<file path="config.mk">
export PLATFORM = sky130hd
export DESIGN_NAME = btb_predictor
export DESIGN_NICKNAME = d
export VERILOG_FILES = /design/src/rtl/btb_predictor.sv
export SDC_FILE = /design/constraint.sdc
export NUM_CORES = 2
export LEC_CHECK = 0
export ABC_CLOCK_PERIOD_IN_PS = 11510
export CAP_MARGIN = 20
export CORE_MARGIN = 8
export CORE_UTILIZATION = 30
export CTS_CLUSTER_DIAMETER = 150
export DETAILED_ROUTE_END_ITERATION = 16
export SLEW_MARGIN = 20
export SYNTH_ARGS = -nofsm -noshare
export SYNTH_HDL_FRONTEND = slang
export SYNTH_SLANG_ARGS = --single-unit
</file>
<file path="constraint.sdc">
create_clock -name clk -period 11.51 [get_ports clk]
set_input_delay 2.8775 -clock clk [delete_from_list [all_inputs] [get_ports clk]]
set_output_delay 2.8775 -clock clk [all_outputs]
set_load 0.01 [all_outputs]
</file>
<file path="src/rtl/btb_predictor.sv">
// 2-way set-associative BTB with per-entry saturating direction counters; registered prediction one cycle after lookup.
// No backpressure: one lookup and one update accepted every cycle; update and flush take effect at the closing edge.
module btb_predictor #(
  parameter int XLEN     = 32,
  parameter int SETS     = 16,
  parameter int CTR_BITS = 2
) (
  input  logic            clk,
  input  logic            rst_n,
  input  logic            flush,
  input  logic            lookup_valid,
  input  logic [XLEN-1:0] lookup_pc,
  output logic            pred_valid,
  output logic            pred_hit,
  output logic            pred_taken,
  output logic [XLEN-1:0] pred_target,
  input  logic            upd_valid,
  input  logic [XLEN-1:0] upd_pc,
  input  logic            upd_taken,
  input  logic [XLEN-1:0] upd_target
);

  localparam int IDX  = $clog2(SETS);
  localparam int TAGW = XLEN - 2 - IDX;
  localparam logic [CTR_BITS-1:0] CTR_MAX  = '1;
  localparam logic [CTR_BITS-1:0] CTR_INIT = CTR_BITS'(1) << (CTR_BITS - 1);

  logic [SETS-1:0]     valid [2];
  logic [SETS-1:0]     lru;
  logic [TAGW-1:0]     tags    [2][SETS];
  logic [XLEN-1:0]     targets [2][SETS];
  logic [CTR_BITS-1:0] ctrs    [2][SETS];

  logic [IDX-1:0]      l_idx, u_idx;
  logic [TAGW-1:0]     l_tag, u_tag;
  logic                l_hit0, l_hit1, l_hit, l_way;
  logic                u_hit0, u_hit1, u_hit, u_way, u_victim;
  logic                u_write;
  logic [CTR_BITS-1:0] l_ctr, u_ctr;
  logic [XLEN-1:0]     l_target;
  logic                unused_pc_bits;

  assign unused_pc_bits = ^{lookup_pc[1:0], upd_pc[1:0]};

  assign l_idx    = lookup_pc[2 +: IDX];
  assign l_tag    = lookup_pc[XLEN-1 -: TAGW];
  assign l_hit0   = valid[0][l_idx] && (tags[0][l_idx] == l_tag);
  assign l_hit1   = valid[1][l_idx] && (tags[1][l_idx] == l_tag);
  assign l_hit    = l_hit0 || l_hit1;
  // Way 0 wins if both ways ever match.
  assign l_way    = !l_hit0;
  assign l_ctr    = ctrs[l_way][l_idx];
  assign l_target = targets[l_way][l_idx];

  assign u_idx    = upd_pc[2 +: IDX];
  assign u_tag    = upd_pc[XLEN-1 -: TAGW];
  assign u_hit0   = valid[0][u_idx] && (tags[0][u_idx] == u_tag);
  assign u_hit1   = valid[1][u_idx] && (tags[1][u_idx] == u_tag);
  assign u_hit    = u_hit0 || u_hit1;
  assign u_victim = !valid[0][u_idx] ? 1'b0 : (!valid[1][u_idx] ? 1'b1 : lru[u_idx]);
  assign u_way    = u_hit ? !u_hit0 : u_victim;
  assign u_ctr    = ctrs[u_way][u_idx];
  // Not-taken misses never allocate, so they leave all state untouched.
  assign u_write  = upd_valid && (u_hit || upd_taken);

  always_ff @(posedge clk or negedge rst_n) begin
    if (!rst_n) begin
      valid[0]    <= '0;
      valid[1]    <= '0;
      lru         <= '0;
      pred_valid  <= 1'b0;
      pred_hit    <= 1'b0;
      pred_taken  <= 1'b0;
      pred_target <= '0;
    end else begin
      pred_valid  <= lookup_valid;
      pred_hit    <= lookup_valid && l_hit;
      pred_taken  <= lookup_valid && l_hit && l_ctr[CTR_BITS-1];
      pred_target <= (lookup_valid && l_hit) ? l_target : '0;
      if (flush) begin
        valid[0] <= '0;
        valid[1] <= '0;
        lru      <= '0;
      end else begin
        if (lookup_valid && l_hit) lru[l_idx] <= !l_way;
        // Placed after the lookup write so the update wins on a shared set.
        if (u_write) begin
          lru[u_idx] <= !u_way;
          if (!u_hit) valid[u_way][u_idx] <= 1'b1;
        end
      end
    end
  end

  // Payload storage needs no reset: valid bits gate every use.
  always_ff @(posedge clk) begin
    if (u_write && !flush) begin
      if (u_hit) begin
        if (upd_taken) begin
          ctrs[u_way][u_idx]    <= (u_ctr != CTR_MAX) ? u_ctr + 1'b1 : u_ctr;
          targets[u_way][u_idx] <= upd_target;
        end else begin
          ctrs[u_way][u_idx]    <= (u_ctr != '0) ? u_ctr - 1'b1 : u_ctr;
        end
      end else begin
        tags[u_way][u_idx]    <= u_tag;
        targets[u_way][u_idx] <= upd_target;
        ctrs[u_way][u_idx]    <= CTR_INIT;
      end
    end
  end

endmodule

</file>
==> results.yml <==
status:
  status: "complete, no violations"
routing:
  routed_wire_length_per_instance_um: 30.3
  drt-initial-drc-count: 5933
  vias: 46539
  postRouteAntennaNets: 0
  route.detailed.vias_per_inst: 5.49
  post_route_drc_violation_count: 0
  drt-pass1-iter-count: 6
  drt_wl_total_um: 257000
clock_network:
  clock-sinks: 2003
  cts-resized-gates: 0
  clkTransAtPathRegs_ps: 60
  cts_post_setup_buffers_inserted: 0
  cts_made_buffers: 199
  clk-insertion-delay-late_ps: 860
  cts_hold_buf: 0
  clock_path_buffers: 4
  cts_max_level: 4
  ctsRootBufferMaster: "clkbuf_16"
  tritoncts: "done"
critical_path:
  worst-path-max-fanout: 73
  setup_crit_path_kind: "primary input to flip-flop"
  cp-start-kind: "primary input"
  worst-r2r-setup-slack_ps: 5050
  endpoint_kind: "flip-flop"
  worst_r2r_startpoint: "tags[1][127]$_DFFE_PP_"
  ff2ff_path_depth: 14
  crit_required_ps: 12080
  cp_slowest_cell: "a21boi_4"
  worstPathCellList: "buf_8 -> buf_4 -> mux4_2 -> mux2i_1 -> xor2_1 -> mux2i_1 -> nand4b_1 -> or4_1 -> or4_4 -> a21boi_4 -> buf_4 -> a21oi_1 -> nor3_1 -> a211o_1 -> nand2_2 -> a211o_1"
  cp_slowest_stage_delay_ps: 730
  r2r_end: "ctrs[0][7]$_DFFE_PP_"
  cp_num_buf_inv: 3
  arrival_ps: 9490
  largest_delay_share_family_worst_path: "simple AND/OR/NAND/NOR gates"
power:
  cell_internal_pwr_mw: 11.9
  p_total_mw: 15.3
  switching_share_pct: 22.1
  cellPowerDensity_nw_per_um2: 154
  total_switching_power_mw: 3.38
  clock_power_share_pct: 41.2
  power.share.sequential_pct: 52.3
  p_comb_share_pct: 6.6
  vdd_drop_max_uv: 108
  total_leakage_power_nw: 31.1
logic_synthesis:
  synth_warnings: 0
  share_of_async_settable_or_async_resettable_flops_after_synthesis_pct: 4.14
  synth_enable_flop_cells: 1920
  synthesis.area_um2: 86600
  seq_area_frac_synth_pct: 69.0
  postSynthAreaPerCell_um2: 20.0
  synth_cell_types: 85
  mappedNetlistNets: 4425
  dominantRegCellSynth: "edfxtp_1"
  ys_ff_latch: 2003
  post_synth_inst_count: 4323
floorplan:
  floorplan.core_area_um2: 288000
  rows: 197
  floorplan.io_pins: 137
  chipWidth_um: 553
  floorplan.die_area_um2: 306000
  initial_utilization_pct: 30.1
  die_height_um: 553
worst_hold_path:
  hp-start: "valid[14]$_DFFE_PN0P_"
  worst_hold_path.endpoint: "valid[14]$_DFFE_PN0P_"
  min-delay-path-class: "flip-flop to flip-flop"
  min_delay_path_depth: 2
sta:
  finalSetupTns_ps: 0
  worst_tran_pin_value_ps: 1130
  rsz0062_at_grt: "no"
  final.hold.worst_slack_ps: 558
  setup_viol_count_final: 0
  worst_slew_margin_rel_pct: 24.0
  post-route-min-period_ps: 8920
  final_hold_viol_count: 0
  slew_viol_final: 0
  timing.final.crit_share_pct: 77.5
  worst_setup_slack_after_layout_ps: 2590
  timing.fmax_mhz: 112
  final_setup_skew_ps: 56.1
global_routing:
  number_of_antenna_violations_at_the_first_check_in_global_routing: 20
  grt_pass1_wl_um: 362000
  vias_in_the_first_global_route: 47171
  grt.total_usage_pct: 16.2
  total_grt_overflow: 0
  grt_start_max_net_pins: 96
placed_design:
  gp_congestion: 0.874
  detailed_place_hpwl_um: 147000
  dp_slack_ps: 1750
  port_buffers: 132
cells_and_area:
  nets: 4639
  postLayoutCoreUtil_pct: 34.6
  area_delta_synth_final_pct: 14.8
  filler_cell_count: 26689
  layout-drive-gt1-share_pct: 28.1
flow_run:
  drv.max_cap_violation_count: 0
state kept, by name (all words and copies together), names as in the netlist:
signal       cells
targets       1024
tags           832
ctrs            64
pred_target     32
valid           32
lru             16
pred_hit         1
pred_taken       1
pred_valid       1
synthesized netlist by cell type (all sizes together) (17+ instances only):
library cell | count | area, um^2
or3 | 19 | 119
a21oi | 71 | 355
a32oi | 17 | 149
dfrtp | 83 | 2080
o21ai | 51 | 267
mux2 | 33 | 372
xnor2 | 85 | 752
a22oi | 57 | 428
inv | 45 | 169
mux4 | 718 | 16200
nor2 | 149 | 567
buf | 145 | 967
edfxtp | 1920 | 57700
a211oi | 55 | 418
xor2 | 20 | 175
nand2 | 92 | 350
a221oi | 19 | 173
nand4 | 32 | 200
nor2b | 77 | 482
clkbuf | 166 | 624
mux2i | 256 | 2560
o22ai | 45 | 282
cell families (layout without fill, tap and decap cells):
logic type / after synthesis / count (layout) / share of synthesized area (%)
xor gates and xnor gates: 105 / 105 / 1.07
muxes: 1007 / 1007 / 22.1
DFF: 2003 / 2003 / 69.0
and+or+nand+nor: 458 / 458 / 2.67
buffers and inverters: 357 / 724 / 2.04
AOI/OAI and AO/OA: 392 / 392 / 3.17
other: 0 / 5 / 0
adders and majority gates: 1 / 1 / 0.0130
placed cells by master, fill, tap and decap left out, types with 83 or more instances in the layout:
| master | count |
|---|---|
| edfxtp_1 | 1920 |
| mux4_2 | 717 |
| mux2i_1 | 256 |
| clkbuf_16 | 203 |
| buf_4 | 174 |
| clkdlybuf4s50_1 | 121 |
| nand2_1 | 89 |
| xnor2_1 | 84 |
| nor2_1 | 83 |
| dfrtp_1 | 83 |
per-layer routing:
| metal | wire [um] | part of all wire [%] | vias up | track usage, % |
|---|---|---|---|---|
| li1 | - | - | 18616 | - |
| met1 | 107000 | 42 | 25132 | 22.6 |
| met4 | 8170 | 3.2 | 14 | 4.69 |
| met2 | 120000 | 47 | 2348 | 25.9 |
| met3 | 21500 | 8.4 | 429 | 2.97 |
| met5 | 85 | 0.033 | - | 0 |
tightest hold or removal path: stages (launching register included):
cell and delay, ps:
dfrtp_1 380, inv_1 60, o22ai_1 70
power by group through the flow:
stage,Combinational [mW],Clock (mW),Sequential (mW)
6_report,1.01,6.31,8.01
5_1_grt,1.06,6.66,8.01
4_1_cts,1.01,6.41,8.01
3_5_place_dp,1.01,0,8.17
3_3_place_gp,0.996,0,8.17
2_1_floorplan,0.591,0,8.16
cell type report:
class | count | area [um^2] | share of cell area [%]
antenna | 5 | 12.5 | 0.0126
clock buffer | 244 | 5240 | 5.27
clock inverter | 110 | 902 | 0.907
inverter | 46 | 173 | 0.174
multi-input combinational | 1963 | 25600 | 25.8
sequential | 2003 | 59700 | 60.1
tap | 3781 | 4730 | 4.76
timing repair buffer | 324 | 3020 | 3.03
worst max-delay path by stage:
stage                                endpoint  depth (start not counted)  slack (ps)      start
floorplan           targets[1][100]$_DFFE_PP_                         18        3300  upd_pc[5]
global placement        ctrs[0][23]$_DFFE_PP_                         16        1820  upd_pc[5]
detailed placement      ctrs[0][23]$_DFFE_PP_                         16        1750  upd_pc[5]
CTS                      ctrs[0][7]$_DFFE_PP_                         16        2650  upd_pc[5]
global route             ctrs[0][7]$_DFFE_PP_                         16        2330  upd_pc[3]
finish                   ctrs[0][7]$_DFFE_PP_                         16        2590  upd_pc[5]
metrics by stage:
stage               instance area [um^2]  std cells
finish                             99500       8476
global route                       99400       8471
CTS                                99400       8471
detailed placement                 93300       8117
global placement                   93300       8117
floorplan                          86600       4323
Note: power is estimated with default switching activity, not from simulation.
